--- src/rtl/ipml_hsst_lane_rst_seq_v1_0_if.sv ---
// Lane reset sequencer control/status bundle: lane-manager side drives the level/lock inputs.
// Latency: pure wiring, no storage.
// Backpressure: none; every signal is a level or a single-cycle pulse sampled each cycle.
interface ipml_hsst_lane_rst_seq_v1_0_if;
    logic       start;
    logic       restart;
    logic       pll_lock;
    logic       cdr_lock;
    logic       align_ok;
    logic       lane_pd;
    logic       pma_rst;
    logic       pcs_rst;
    logic       rx_ready;
    logic       fault;
    logic [2:0] fsm_st;
    logic [3:0] retry_cnt;

    modport master (
        output start, restart, pll_lock, cdr_lock, align_ok,
        input  lane_pd, pma_rst, pcs_rst, rx_ready, fault, fsm_st, retry_cnt
    );

    modport slave (
        input  start, restart, pll_lock, cdr_lock, align_ok,
        output lane_pd, pma_rst, pcs_rst, rx_ready, fault, fsm_st, retry_cnt
    );
endinterface

--- src/rtl/ipml_hsst_lane_rst_seq_v1_0.sv ---
// HSST receive-lane reset sequencer: PLL wait, PMA reset, CDR wait, PCS reset, align wait, with timeout retries.
// Latency: inputs sampled at edge N show in fsm_st and all outputs right after edge N (outputs decoded from next state).
// Backpressure: none; lock inputs are levels, restart is a one-cycle pulse that only matters in FAULT.
module ipml_hsst_lane_rst_seq_v1_0 #(
    parameter int TO_CNTR_WIDTH   = 18,
    parameter int RST_HOLD_CYCLES = 16,
    parameter int MAX_RETRY       = 3
) (
    input  logic clk,
    input  logic rst_n,
    ipml_hsst_lane_rst_seq_v1_0_if.slave lane
);
    localparam int MSB = TO_CNTR_WIDTH - 1;
    localparam logic [TO_CNTR_WIDTH-1:0] HOLD_LAST  = TO_CNTR_WIDTH'(RST_HOLD_CYCLES - 1);
    localparam logic [3:0]               RETRY_LAST = 4'(MAX_RETRY - 1);
    localparam logic [3:0]               RETRY_MAX  = 4'(MAX_RETRY);

    typedef enum logic [2:0] {
        ST_IDLE       = 3'd0,
        ST_PLL_WAIT   = 3'd1,
        ST_PMA_RST    = 3'd2,
        ST_CDR_WAIT   = 3'd3,
        ST_PCS_RST    = 3'd4,
        ST_ALIGN_WAIT = 3'd5,
        ST_READY      = 3'd6,
        ST_FAULT      = 3'd7
    } state_t;

    state_t                   st_q, st_d;
    logic [TO_CNTR_WIDTH-1:0] cnt_q, cnt_d;
    logic [3:0]               retry_q, retry_d;
    logic [4:0]               out_q, out_d;   // {lane_pd, pma_rst, pcs_rst, rx_ready, fault}
    logic                     timeout;
    logic                     hold_done;
    logic                     exhausted;

    // Counter saturates once the MSB is set, so the MSB alone marks an expired wait.
    assign timeout   = cnt_q[MSB];
    assign hold_done = (cnt_q == HOLD_LAST);
    // Greater-or-equal keeps retry_cnt pinned at MAX_RETRY even from an unexpected value.
    assign exhausted = (retry_q >= RETRY_LAST);

    // Next-state and retry bookkeeping; lock inputs are checked before timeouts so a late lock still wins.
    always_comb begin
        st_d    = st_q;
        retry_d = retry_q;
        if (st_q != ST_IDLE && !lane.start) begin
            st_d    = ST_IDLE;
            retry_d = '0;
        end else begin
            case (st_q)
                ST_IDLE: begin
                    if (lane.start) st_d = ST_PLL_WAIT;
                end
                ST_PLL_WAIT: begin
                    if (lane.pll_lock) begin
                        st_d = ST_PMA_RST;
                    end else if (timeout) begin
                        st_d    = exhausted ? ST_FAULT : ST_PLL_WAIT;
                        retry_d = exhausted ? RETRY_MAX : retry_q + 4'd1;
                    end
                end
                ST_PMA_RST: begin
                    if (!lane.pll_lock)  st_d = ST_PLL_WAIT;
                    else if (hold_done)  st_d = ST_CDR_WAIT;
                end
                ST_CDR_WAIT: begin
                    if (!lane.pll_lock) begin
                        st_d = ST_PLL_WAIT;
                    end else if (lane.cdr_lock) begin
                        st_d = ST_PCS_RST;
                    end else if (timeout) begin
                        st_d    = exhausted ? ST_FAULT : ST_PMA_RST;
                        retry_d = exhausted ? RETRY_MAX : retry_q + 4'd1;
                    end
                end
                ST_PCS_RST: begin
                    if (!lane.pll_lock)      st_d = ST_PLL_WAIT;
                    else if (!lane.cdr_lock) st_d = ST_PMA_RST;
                    else if (hold_done)      st_d = ST_ALIGN_WAIT;
                end
                ST_ALIGN_WAIT: begin
                    if (!lane.pll_lock) begin
                        st_d = ST_PLL_WAIT;
                    end else if (!lane.cdr_lock) begin
                        st_d = ST_PMA_RST;
                    end else if (lane.align_ok) begin
                        st_d = ST_READY;
                    end else if (timeout) begin
                        st_d    = exhausted ? ST_FAULT : ST_PMA_RST;
                        retry_d = exhausted ? RETRY_MAX : retry_q + 4'd1;
                    end
                end
                ST_READY: begin
                    // Losing alignment alone is left to the link layer; only lock losses re-sequence.
                    if (!lane.pll_lock)      st_d = ST_PLL_WAIT;
                    else if (!lane.cdr_lock) st_d = ST_PMA_RST;
                end
                ST_FAULT: begin
                    if (lane.restart) begin
                        st_d    = ST_IDLE;
                        retry_d = '0;
                    end
                end
                default: begin
                    st_d = ST_IDLE;
                end
            endcase
        end
    end

    // Shared dwell counter: restarts on every state change, otherwise counts up to the timeout bit.
    always_comb begin
        cnt_d = cnt_q;
        if (st_d != st_q)  cnt_d = '0;
        else if (!cnt_q[MSB]) cnt_d = cnt_q + TO_CNTR_WIDTH'(1);
    end

    // Output decode from the next state so outputs and fsm_st move on the same edge.
    always_comb begin
        out_d = 5'b11100;
        case (st_d)
            ST_IDLE:       out_d = 5'b11100;
            ST_PLL_WAIT:   out_d = 5'b01100;
            ST_PMA_RST:    out_d = 5'b01100;
            ST_CDR_WAIT:   out_d = 5'b00100;
            ST_PCS_RST:    out_d = 5'b00100;
            ST_ALIGN_WAIT: out_d = 5'b00000;
            ST_READY:      out_d = 5'b00010;
            ST_FAULT:      out_d = 5'b01101;
            default:       out_d = 5'b11100;
        endcase
    end

    // State, counter, retry and output registers with asynchronous reset to the powered-down IDLE values.
    always_ff @(posedge clk or negedge rst_n) begin
        if (!rst_n) begin
            st_q    <= ST_IDLE;
            cnt_q   <= '0;
            retry_q <= '0;
            out_q   <= 5'b11100;
        end else begin
            st_q    <= st_d;
            cnt_q   <= cnt_d;
            retry_q <= retry_d;
            out_q   <= out_d;
        end
    end

    assign lane.lane_pd   = out_q[4];
    assign lane.pma_rst   = out_q[3];
    assign lane.pcs_rst   = out_q[2];
    assign lane.rx_ready  = out_q[1];
    assign lane.fault     = out_q[0];
    assign lane.fsm_st    = st_q;
    assign lane.retry_cnt = retry_q;
endmodule

--- src/flat_wrapper.sv ---
// flat-port wrapper written by rule: the top's interface ports become plain ports
module ipml_hsst_lane_rst_seq_v1_0_flat 
#(
    parameter int TO_CNTR_WIDTH   = 18,
    parameter int RST_HOLD_CYCLES = 16,
    parameter int MAX_RETRY       = 3
)
  (clk, rst_n, lane_start, lane_restart, lane_pll_lock, lane_cdr_lock, lane_align_ok, lane_lane_pd, lane_pma_rst, lane_pcs_rst, lane_rx_ready, lane_fault, lane_fsm_st, lane_retry_cnt);
  ipml_hsst_lane_rst_seq_v1_0_if lane_i ();
  input  logic clk;
  input  logic rst_n;
  input wire logic [$bits(lane_i.start)-1:0] lane_start;
  input wire logic [$bits(lane_i.restart)-1:0] lane_restart;
  input wire logic [$bits(lane_i.pll_lock)-1:0] lane_pll_lock;
  input wire logic [$bits(lane_i.cdr_lock)-1:0] lane_cdr_lock;
  input wire logic [$bits(lane_i.align_ok)-1:0] lane_align_ok;
  output wire logic [$bits(lane_i.lane_pd)-1:0] lane_lane_pd;
  output wire logic [$bits(lane_i.pma_rst)-1:0] lane_pma_rst;
  output wire logic [$bits(lane_i.pcs_rst)-1:0] lane_pcs_rst;
  output wire logic [$bits(lane_i.rx_ready)-1:0] lane_rx_ready;
  output wire logic [$bits(lane_i.fault)-1:0] lane_fault;
  output wire logic [$bits(lane_i.fsm_st)-1:0] lane_fsm_st;
  output wire logic [$bits(lane_i.retry_cnt)-1:0] lane_retry_cnt;
  assign lane_i.start = lane_start;
  assign lane_i.restart = lane_restart;
  assign lane_i.pll_lock = lane_pll_lock;
  assign lane_i.cdr_lock = lane_cdr_lock;
  assign lane_i.align_ok = lane_align_ok;
  assign lane_lane_pd = lane_i.lane_pd;
  assign lane_pma_rst = lane_i.pma_rst;
  assign lane_pcs_rst = lane_i.pcs_rst;
  assign lane_rx_ready = lane_i.rx_ready;
  assign lane_fault = lane_i.fault;
  assign lane_fsm_st = lane_i.fsm_st;
  assign lane_retry_cnt = lane_i.retry_cnt;
  ipml_hsst_lane_rst_seq_v1_0 #(.TO_CNTR_WIDTH(TO_CNTR_WIDTH), .RST_HOLD_CYCLES(RST_HOLD_CYCLES), .MAX_RETRY(MAX_RETRY)) u_core (.clk(clk), .rst_n(rst_n), .lane(lane_i));
endmodule
--- config.mk ---
export PLATFORM = sky130hd
export DESIGN_NAME = ipml_hsst_lane_rst_seq_v1_0_flat
export DESIGN_NICKNAME = d
export VERILOG_FILES = /design/src/rtl/ipml_hsst_lane_rst_seq_v1_0_if.sv /design/src/rtl/ipml_hsst_lane_rst_seq_v1_0.sv /design/src/flat_wrapper.sv
export SDC_FILE = /design/constraint.sdc
export NUM_CORES = 1
export LEC_CHECK = 0
export CAP_MARGIN = 20
export CORE_ASPECT_RATIO = 0.6
export CORE_MARGIN = 1.5
export CORE_UTILIZATION = 62
export DETAILED_ROUTE_END_ITERATION = 12
export HOLD_SLACK_MARGIN = 0.08
export PLACE_DENSITY = 0.85
export SLEW_MARGIN = 20
export SYNTH_ARGS = -nofsm -noshare
export SYNTH_HDL_FRONTEND = slang
export SYNTH_SLANG_ARGS = --single-unit
--- constraint.sdc ---
create_clock -name clk -period 4.83 [get_ports clk]
set_input_delay 0.7245 -clock clk [delete_from_list [all_inputs] [get_ports clk]]
set_output_delay 0.7245 -clock clk [all_outputs]
set_load 0.005 [all_outputs]
# Word-level counts from Yosys, hierarchy flattened
# Memory sizes are Yosys's and may differ from the RTL's. A register that Yosys moved wholly into a read port is not among the register bits.
# Cells that the tools add are included.
dict set report totals {
  out_inout_bits 12
  ramBits 0
  latchBits 0
  memories 1
  wordCells 66
  ff_bits 25
  in_bits 7
  rom_bits 40
}
dict set report classes {
  n_mux 34
  multipliers 0
  n_reduce_logical 7
  order_cmp 1
  shift 0
  n_div 0
  n_bitwise 0
  n_eq_ne 17
  n_addsub 2
}
# memory words width rd rd_clocked_by_memory_dff wr line
set memory_table {}
lappend memory_table {{(name not given)} 8 5 1 1 0 ipml_hsst_lane_rst_seq_v1_0.sv:122} ;# case (st_d)
# cell n
set ops {}
lappend ops {{$mux 3} 20}
lappend ops {{$mux 4} 10}
lappend ops {{$mux 18} 2}
lappend ops {{$pmux 3 s8} 1}
lappend ops {{$ne 3x2->1 const B} 7}
lappend ops {{$add 18x1->18 const B} 1}
lappend ops {{$eq 18x4->1 const B} 1}
lappend ops {{$pmux 4 s4} 1}
lappend ops {{$eq 3x3->1 const B} 4}
lappend ops {{$reduce_and 8->1} 1}
lappend ops {{$eq 3x2->1 const B} 2}
lappend ops {{$reduce_bool 5->1} 1}
lappend ops {{$add 4x1->4 const B} 1}
lappend ops {{$ge 4x2->1 const B} 1}
lappend ops {{$eq 3x1->1 const B} 1}
lappend ops {{$logic_not 3->1} 1}
lappend ops {{$ne 3x3->1} 1}
lappend ops {{$reduce_bool 3->1} 1}
lappend ops {{$logic_not 1->1} 2}
lappend ops {{$ne 2x2->1 const B} 1}
lappend ops {{$logic_and 1x1->1} 1}

# Depth between registers and ports, before layout
# Gate-level depths: netlist (run 1).
dict set report logic_depth {
  ltp_word 10
  mapped_depth 10
  mapped_depth_nobuf 8
}

# Worst setup path after synthesis (run 1)
# Ideal clock, no wire load.
dict set report synth_timing {
  kind {flip-flop to flip-flop}
  start {reg u_core.retry_q[0], in the netlist u_core.lane.retry_cnt[0]}
  end {reg u_core.cnt_q[17]}
  required_ns 4.750
  setup_time_ns 0.080
  path_stages_with_launch 11
  n_path_buf 2
  synth_period_minus_slack_ns 2.302
  slack_ns 2.528
  arrival_time_ns 2.222
  cell_sequence {dfrtp_1 -> inv_1 -> ha_1 -> or4_1 -> buf_2 -> nor4_4 -> o32ai_1 -> nand3_2 -> nand4_4 -> buf_6 -> nor3_2}
}
dict set report synth_via {
  elab_chain_cells 10
  word_cells_on_any_way 15
  cone_classes {order compare: 1; eq/ne: 1; mux: 13}
}
# item line
set synth_rtl {}
lappend synth_rtl {{start: declaration} ipml_hsst_lane_rst_seq_v1_0.sv:31} ;# logic [3:0] retry_q, retry_d;
lappend synth_rtl {{start signal: assignment} ipml_hsst_lane_rst_seq_v1_0.sv:145} ;# retry_q <= retry_d;
lappend synth_rtl {{$ge 4x2->1 *} ipml_hsst_lane_rst_seq_v1_0.sv:41} ;# assign exhausted = (retry_q >= RETRY_LAST);
lappend synth_rtl {{$mux 3} {ipml_hsst_lane_rst_seq_v1_0.sv:73, ipml_hsst_lane_rst_seq_v1_0.sv:90}}
lappend synth_rtl {{$mux 3} {ipml_hsst_lane_rst_seq_v1_0.sv:72, ipml_hsst_lane_rst_seq_v1_0.sv:89}}
lappend synth_rtl {{$mux 3} ipml_hsst_lane_rst_seq_v1_0.sv:87} ;# end else if (lane.align_ok) begin
lappend synth_rtl {{$mux 3} ipml_hsst_lane_rst_seq_v1_0.sv:85} ;# end else if (!lane.cdr_lock) begin
lappend synth_rtl {{$mux 3} ipml_hsst_lane_rst_seq_v1_0.sv:83} ;# if (!lane.pll_lock) begin
lappend synth_rtl {{$pmux 3 s8 *} ipml_hsst_lane_rst_seq_v1_0.sv:51} ;# case (st_q)
lappend synth_rtl {{$mux 3 *} ipml_hsst_lane_rst_seq_v1_0.sv:47} ;# if (st_q != ST_IDLE && !lane.start) begin
lappend synth_rtl {{$ne 3x3->1 *} ipml_hsst_lane_rst_seq_v1_0.sv:115} ;# if (st_d != st_q) cnt_d = '0;
lappend synth_rtl {{$mux 18 *} ipml_hsst_lane_rst_seq_v1_0.sv:115}
lappend synth_rtl {{net u_core.cnt_d[17]} ipml_hsst_lane_rst_seq_v1_0.sv:30} ;# logic [TO_CNTR_WIDTH-1:0] cnt_q, cnt_d;
lappend synth_rtl {{end signal: assignment} ipml_hsst_lane_rst_seq_v1_0.sv:144} ;# cnt_q <= cnt_d;
lappend synth_rtl {{end: declaration} ipml_hsst_lane_rst_seq_v1_0.sv:30}
# Mark *: on every way through the listed nets, which the timed path passes. The rest lies on a longest branch.
# A chain may end at the register's enable or synchronous reset.

# Worst setup path after layout (run 1)
dict set report layout_timing {
  start {in lane_pll_lock}
  end {reg u_core.cnt_q[13]}
}
dict set report layout_via {
  elab_chain_cells 5
  word_cells_on_any_way 11
  cone_classes {eq/ne: 2; mux: 9}
}
# item line
set layout_rtl {}
lappend layout_rtl {{start: declaration} flat_wrapper.sv:14} ;# input wire logic [$bits(lane_i.pll_lock)-1:0] lane_pll_lock;
lappend layout_rtl {{$mux 3 (tied with other cells)} ipml_hsst_lane_rst_seq_v1_0.sv:96} ;# if (!lane.pll_lock) st_d = ST_PLL_WAIT;
lappend layout_rtl {{$pmux 3 s8 *} ipml_hsst_lane_rst_seq_v1_0.sv:51}
lappend layout_rtl {{$mux 3 *} ipml_hsst_lane_rst_seq_v1_0.sv:47}
lappend layout_rtl {{$ne 3x3->1 *} ipml_hsst_lane_rst_seq_v1_0.sv:115}
lappend layout_rtl {{$ne 2x2->1 (no line) or $mux 18 (tied branches)} n/a}
# Mark *: on every way between the ends. The rest lies on a longest branch, timed or not.

==> flow_metrics.tcl, run 1 <==
set metrics [dict create \
    status "finished clean" \
    cts.repair.resized 0 \
    async_flop_share_pct 100 \
    crit_start_category "input port" \
    first_pass_iters 5 \
    slowest_delay_ns 0.66 \
    power.leakage_nw 0.874 \
    cap_viol_max_count 0 \
    synth_edf_count 0 \
    cts-root-buf "clkbuf_8" \
    port_buffers 18 \
    clock-sinks 30 \
    grt_first_pass_wirelength_microns 7160 \
    tritoncts "built" \
    ratio_of_routed_vias_to_standard_cells 6.38 \
    cts.clk_slew.worst_paths_ns 0.06 \
    ant_nets 0 \
    route.detailed.drc 0 \
    synth_seq_cells 30 \
    final.setup.worst_slack_ns 1.98 \
    hp-class "reg2reg" \
    finalCritPeriodShare_pct 59.0 \
    fin_skew_ns 0.00962 \
    timing.critical_path.fanout_max 18 \
    io_pins 19 \
    synth.distinct_cells 68 \
    top_reg_cell_synth "dfrtp_1" \
    maxClockFrequency_mhz 351 \
    synth_fp_nets 219 \
    core_footprint_sq_mm 0.00298 \
    grt-ovfl-total 0 \
    avgRoutedWirePerCell_microns 16.8 \
    timing.critical_path.slowest_stage_cell "clkdlybuf4s50_1" \
    first_global_vias 1434 \
    cts_inserted_buffers 5 \
    synthCells 209 \
    sum_of_negative_setup_slack_ns 0 \
    syn_area_sq_mm 0.00203 \
    setup_violations 0 \
    timing.max_slew.rel_slack_pct 40.1 \
    placement_rows 15 \
    grt.total_usage_pct 26.5 \
    crit_arrival_ns 3.03 \
    fraction_of_the_yosys_area_taken_by_sequential_cells_pct 37.2 \
    num-fill-cells 202 \
    postRouteWirelength_microns 4430 \
    floorplan.die.height_microns 47.3 \
    start_util_pct 67.9 \
    die_w_microns 76.8 \
    h-tree-depth 2 \
    grt_antenna_before_repair 0 \
    ratio_of_cells_with_drive_above_1_in_the_final_layout_pct 16.7 \
    antennaDiodeCount 0 \
    vias 1683 \
    detail_placement_hpwl_microns 3190 \
    path_cells "clkdlybuf4s50_1 -> nand2b_2 -> mux2_4 -> or2_1 -> o221ai_1 -> nand4_4 -> nor3_1" \
    full_die_area_sq_mm 0.00363 \
    grt_setup_unrepaired "false" \
    crit_path_end_kind "flop" \
    path_class "in2reg" \
    post-place-ws_ns 1.77 \
    layout.core_utilization_pct 76.3 \
    synthesis.area_per_instance_sq_um 9.70 \
    final_period_minus_worst_setup_slack_ns 2.85 \
    power_w 0.000629 \
    ctsHoldBuffers 0 \
    nNetsFinal 231 \
    grt_start_max_net_pins 31 \
    crit_required_ns 5.01 \
    globalplace.congestion 0.914 \
    report.final.slew_viol_count 0 \
    yosysWarnings 0 \
    clockBufferDepth 2 \
    post_cts_setup_buffers 0 \
    worst_pin_slew_ns 0.899 \
    clk-insertion-delay-late_ns 0.28 \
    power_per_cell_area_mw_per_mm2 276 \
    hold_viol 0 \
    drt_iter0_drc 171 \
    areaGrowthSynthToFinish_pct 12.3 \
    vdd.ir_drop.worst_mv 0.217 \
]
[final cells by class]
class / instances / area, sq um / share of cell area (%)
clock buffer: 7 / 86.3 / 3.79
clock inverter: 1 / 30.0 / 1.32
inverter: 8 / 30.0 / 1.32
multi-input combinational: 157 / 1140 / 49.9
sequential: 30 / 754 / 33.1
tap: 42 / 52.6 / 2.31
timing repair buffer: 19 / 188 / 8.24
[where the power goes]
group          internal, W  switching (W)
Combinational    0.0000377      0.0000589
Sequential        0.000261      0.0000134
Clock             0.000168      0.0000900
Total             0.000467       0.000162
[state kept, by name (all words and copies together), names as in the netlist]
name and flops:
u_core.lane.fsm_st 3, u_core.out_q 5, u_core.cnt_q 18, u_core.lane.retry_cnt 4
[cell families (layout without fill, tap and decap cells)]
group,after synthesis,after routing,synth area share (%)
compound gates,40,40,15.4
xor+xnor,16,16,6.91
fa+ha+maj,3,3,1.85
buf+inv,22,35,6.73
flops,30,30,37.2
mux,3,3,1.73
simple gates,95,95,30.1
[metrics by stage]
stage | cells | hold slack, ns | cell area, sq um
6_report | 264 | 0.569 | 2280
5_1_grt | 264 | 0.595 | 2280
4_1_cts | 264 | 0.566 | 2280
3_5_place_dp | 256 | 0.547 | 2160
3_3_place_gp | 256 | 0.534 | 2160
2_1_floorplan | 209 | 0.429 | 2030
[cell usage in the layout (no fill, tap or decap), drive strengths merged, types with 6 or more instances in the layout]
cell type / count
nand4: 7
nor4: 6
nor2: 17
xnor2: 8
clkdlybuf4s50: 18
nand2: 10
nor3: 16
dfrtp: 27
inv: 7
o21ai: 10
xor2: 8
nand3: 11
clkbuf: 7
[synthesized netlist by cell type (2+ instances only)]
| cell type | number | area (sq um) |
|---|---|---|
| a211oi_1 | 2 | 15.0 |
| a21oi_1 | 3 | 15.0 |
| a31oi_1 | 3 | 18.8 |
| and2_1 | 2 | 12.5 |
| and3_1 | 2 | 12.5 |
| buf_2 | 3 | 15.0 |
| buf_6 | 2 | 22.5 |
| clkbuf_1 | 5 | 18.8 |
| clkbuf_8 | 2 | 27.5 |
| dfrtp_1 | 27 | 676 |
| dfstp_2 | 3 | 78.8 |
| ha_1 | 3 | 37.5 |
| inv_1 | 7 | 26.3 |
| mux2i_1 | 2 | 20.0 |
| nand2_1 | 9 | 33.8 |
| nand2b_1 | 3 | 18.8 |
| nand3_1 | 10 | 50.1 |
| nand4_1 | 6 | 37.5 |
| nor2_1 | 17 | 63.8 |
| nor2b_1 | 4 | 25.0 |
| nor3_1 | 6 | 30.0 |
| nor3_2 | 10 | 100 |
| nor3b_1 | 4 | 30.0 |
| nor4_1 | 5 | 31.3 |
| o211ai_1 | 2 | 15.0 |
| o21ai_0 | 9 | 45.0 |
| o221ai_1 | 2 | 17.5 |
| or4_1 | 2 | 15.0 |
| xnor2_1 | 8 | 70.1 |
| xor2_1 | 8 | 70.1 |
[final timing paths]
path	cells past startpoint	startpoint	slack, ns	end
setup / recovery	7	lane_pll_lock	1.98	u_core.cnt_q[13]
hold / removal	1	u_core.lane.retry_cnt[3]	0.57	u_core.lane.retry_cnt[3]
setup reg to reg	8	u_core.lane.retry_cnt[0]	2.00	u_core.cnt_q[13]
hold reg to reg	1	u_core.lane.retry_cnt[3]	0.57	u_core.lane.retry_cnt[3]
max in group asynchronous	2	rst_n	3.68	u_core.out_q[4]
min in group asynchronous	2	rst_n	0.83	u_core.cnt_q[11]
[worst max-delay path, delay by kind of cell]
family          cells  cell delay, ns
simple gates        4            1.02
compound gates      1            0.33
buf+inv             1            0.66
mux                 1            0.28
[metal layers]
metal | wire length, microns | global-route usage (%) | up-vias
met1 | 2040 | 37.7 | 795
met5 | 0 | 0 | -
met2 | 1900 | 37.9 | 96
met3 | 476 | 10.5 | 4
li1 | - | - | 788
met4 | 20 | 6.67 | 0
Note: power is estimated with default switching activity, not from simulation.
==> run 2: changes to the inputs <==
CORE_UTILIZATION = 57   (was 62)
PLACE_DENSITY = 0.79   (was 0.85)
clock period = 2.7 ns   (was 4.83 ns; I/O delays follow)
==> run 2 against run 1 <==
Against the previous run: first-iteration DRC count decreased by 17%; clock power increased by 45%; setup slack got worse by 1.8 ns; total power up 71%; final area is 4.6% higher; sequential share of layout area down 1.5 points; critical path type is now reg2reg.
==> flow_metrics.tcl, run 2 (synthesis results as in run 1) <==
set metrics [dict create \
    status "finished clean" \
    instances_no_fill 280 \
    full_die_area_sq_mm 0.00393 \
    footprint_of_the_multi_input_gates_sq_mm 0.00114 \
    layout.cells.most_common "dfrtp_1" \
    postRouteWirelength_microns 4780 \
    hold_viol 0 \
    avgRoutedWirePerCell_microns 17.1 \
    rr_endpoint "u_core.cnt_q[11]" \
    final_period_minus_worst_setup_slack_ns 2.53 \
    detail_placement_hpwl_microns 3540 \
    ratio_of_cells_with_drive_above_1_in_the_final_layout_pct 21.7 \
    critical_r2r_launch "u_core.lane.retry_cnt[0]" \
    cts_inserted_buffers 5 \
    timing.critical_path.fanout_max 18 \
    die_w_microns 80.0 \
    final_cell_mix "dfrtp_1, clkdlybuf4s50_1, nor2_1" \
    grt_setup_unrepaired "false" \
    crit_path_end_kind "flop" \
    r2r_setup_slack_ns 0.17 \
    vdd.ir_drop.worst_mv 0.332 \
    clk-insertion-delay-late_ns 0.28 \
    dpl.cell_count 271 \
    grt_first_pass_wirelength_microns 8090 \
    core_footprint_sq_mm 0.00332 \
    start_util_pct 61.0 \
    ant_nets 0 \
    ratio_of_routed_vias_to_standard_cells 6.24 \
    tritoncts "built" \
    path_class "reg2reg" \
    antennaDiodeCount 0 \
    first_global_vias 1629 \
    cts.clk_slew.worst_paths_ns 0.07 \
    grt_start_max_net_pins 31 \
    areaGrowthSynthToFinish_pct 17.5 \
    power_per_cell_area_mw_per_mm2 450 \
    nNetsFinal 244 \
    num-fill-cells 256 \
    cap_viol_max_count 0 \
    worst_pin_slew_ns 0.681 \
    crit_required_ns 2.89 \
    grt.total_usage_pct 27.4 \
    layout.area.seq_sq_um 754 \
    maxClockFrequency_mhz 396 \
    timing.max_slew.rel_slack_pct 54.2 \
    hp-class "in2async" \
    sum_of_negative_setup_slack_ns 0 \
    route.detailed.drc 0 \
    grt_antenna_before_repair 0 \
    first_pass_iters 5 \
    dpl_cell_area_sq_mm 0.00227 \
    worst-r2r-cell-count 9 \
    postLayoutCellArea_sq_mm 0.00238 \
    globalplace.congestion 0.990 \
    largest_reg_flops 18 \
    setup_violations 0 \
    clockBufferDepth 2 \
    drt_iter0_drc 142 \
    floorplan.die.height_microns 49.2 \
    crit_start_category "flop" \
    power.leakage_nw 0.937 \
    io_pins 19 \
    placement_rows 16 \
    report.final.slew_viol_count 0 \
    grt-ovfl-total 0 \
    crit_arrival_ns 2.72 \
    clock-sinks 30 \
    cts-root-buf "clkbuf_8" \
    fin_skew_ns 0.00661 \
    ctsHoldBuffers 0 \
    h-tree-depth 2 \
    port_buffers 18 \
    top_register "u_core.cnt_q" \
    finalCritPeriodShare_pct 93.6 \
    vias 1748 \
]
[run 2: cell count changes in the layout (fill, tap and decap cells not counted), sizes merged]
cell	delta
buf	+13
bufinv	-1
clkbuf	-1
clkinv	+1
clkinvlp	+1
[run 2: where the power goes]
group	internal [W]	switching, W
Sequential	0.000467	0.0000137
Combinational	0.0000908	0.000127
Clock	0.000204	0.000170
[run 2: timing repair]
item,in CTS,in global routing
endpoints found under the hold margin,0,0
setup endpoints to repair,0,18
resized for setup,0,0
buffers inserted,0,1
[run 2: worst max-delay path by stage]
stage                                   startpoint               end  cells past startpoint
after floorplan           u_core.lane.retry_cnt[0]  u_core.cnt_q[17]                     10
after global placement               lane_pll_lock   u_core.cnt_q[9]                      7
after detailed placement  u_core.lane.retry_cnt[0]  u_core.cnt_q[11]                      8
after CTS                 u_core.lane.retry_cnt[0]  u_core.cnt_q[11]                      8
after global routing      u_core.lane.retry_cnt[0]  u_core.cnt_q[12]                      9
final                     u_core.lane.retry_cnt[0]  u_core.cnt_q[11]                      9
[run 2: final cells by class]
type | count | share of cell area, %
Sequential cell | 30 | 31.7
Timing Repair Buffer | 32 | 13.0
Tap cell | 45 | 2.36
Clock buffer | 6 | 3.47
Inverter | 8 | 1.26
Multi-Input combinational cell | 157 | 47.7
Clock inverter | 2 | 0.525
[run 2: per-stage QoR]
stage	setup slack (ns)	power (W)	util, %	hold slack [ns]
floorplan	0.398	0.000624	-	0.109
global placement	0.153	0.000680	68.2	0.550
detailed placement	0.0750	0.000694	68.2	0.573
CTS	0.0351	0.00107	71.1	0.521
global route	0.0386	0.00112	71.7	0.557
finish	0.172	0.00107	71.7	0.506
[run 2: critical path, stage by stage, from the launching register on]
cell and delay, ns:
dfrtp_1 0.35, inv_1 0.05, ha_1 0.22, or4_1 0.68, a31oi_1 0.28, o32ai_1 0.19
nand3_2 0.14, nand4_4 0.11, buf_12 0.19, nor3b_1 0.21
[run 2: per-layer routing]
layer | up-vias | GRT usage [%] | wire [microns]
li1 | 812 | - | -
met1 | 845 | 41.7 | 2160
met2 | 87 | 38.0 | 2060
met3 | 4 | 8.60 | 509
met4 | 0 | 6.03 | 51
met5 | - | 0 | 0
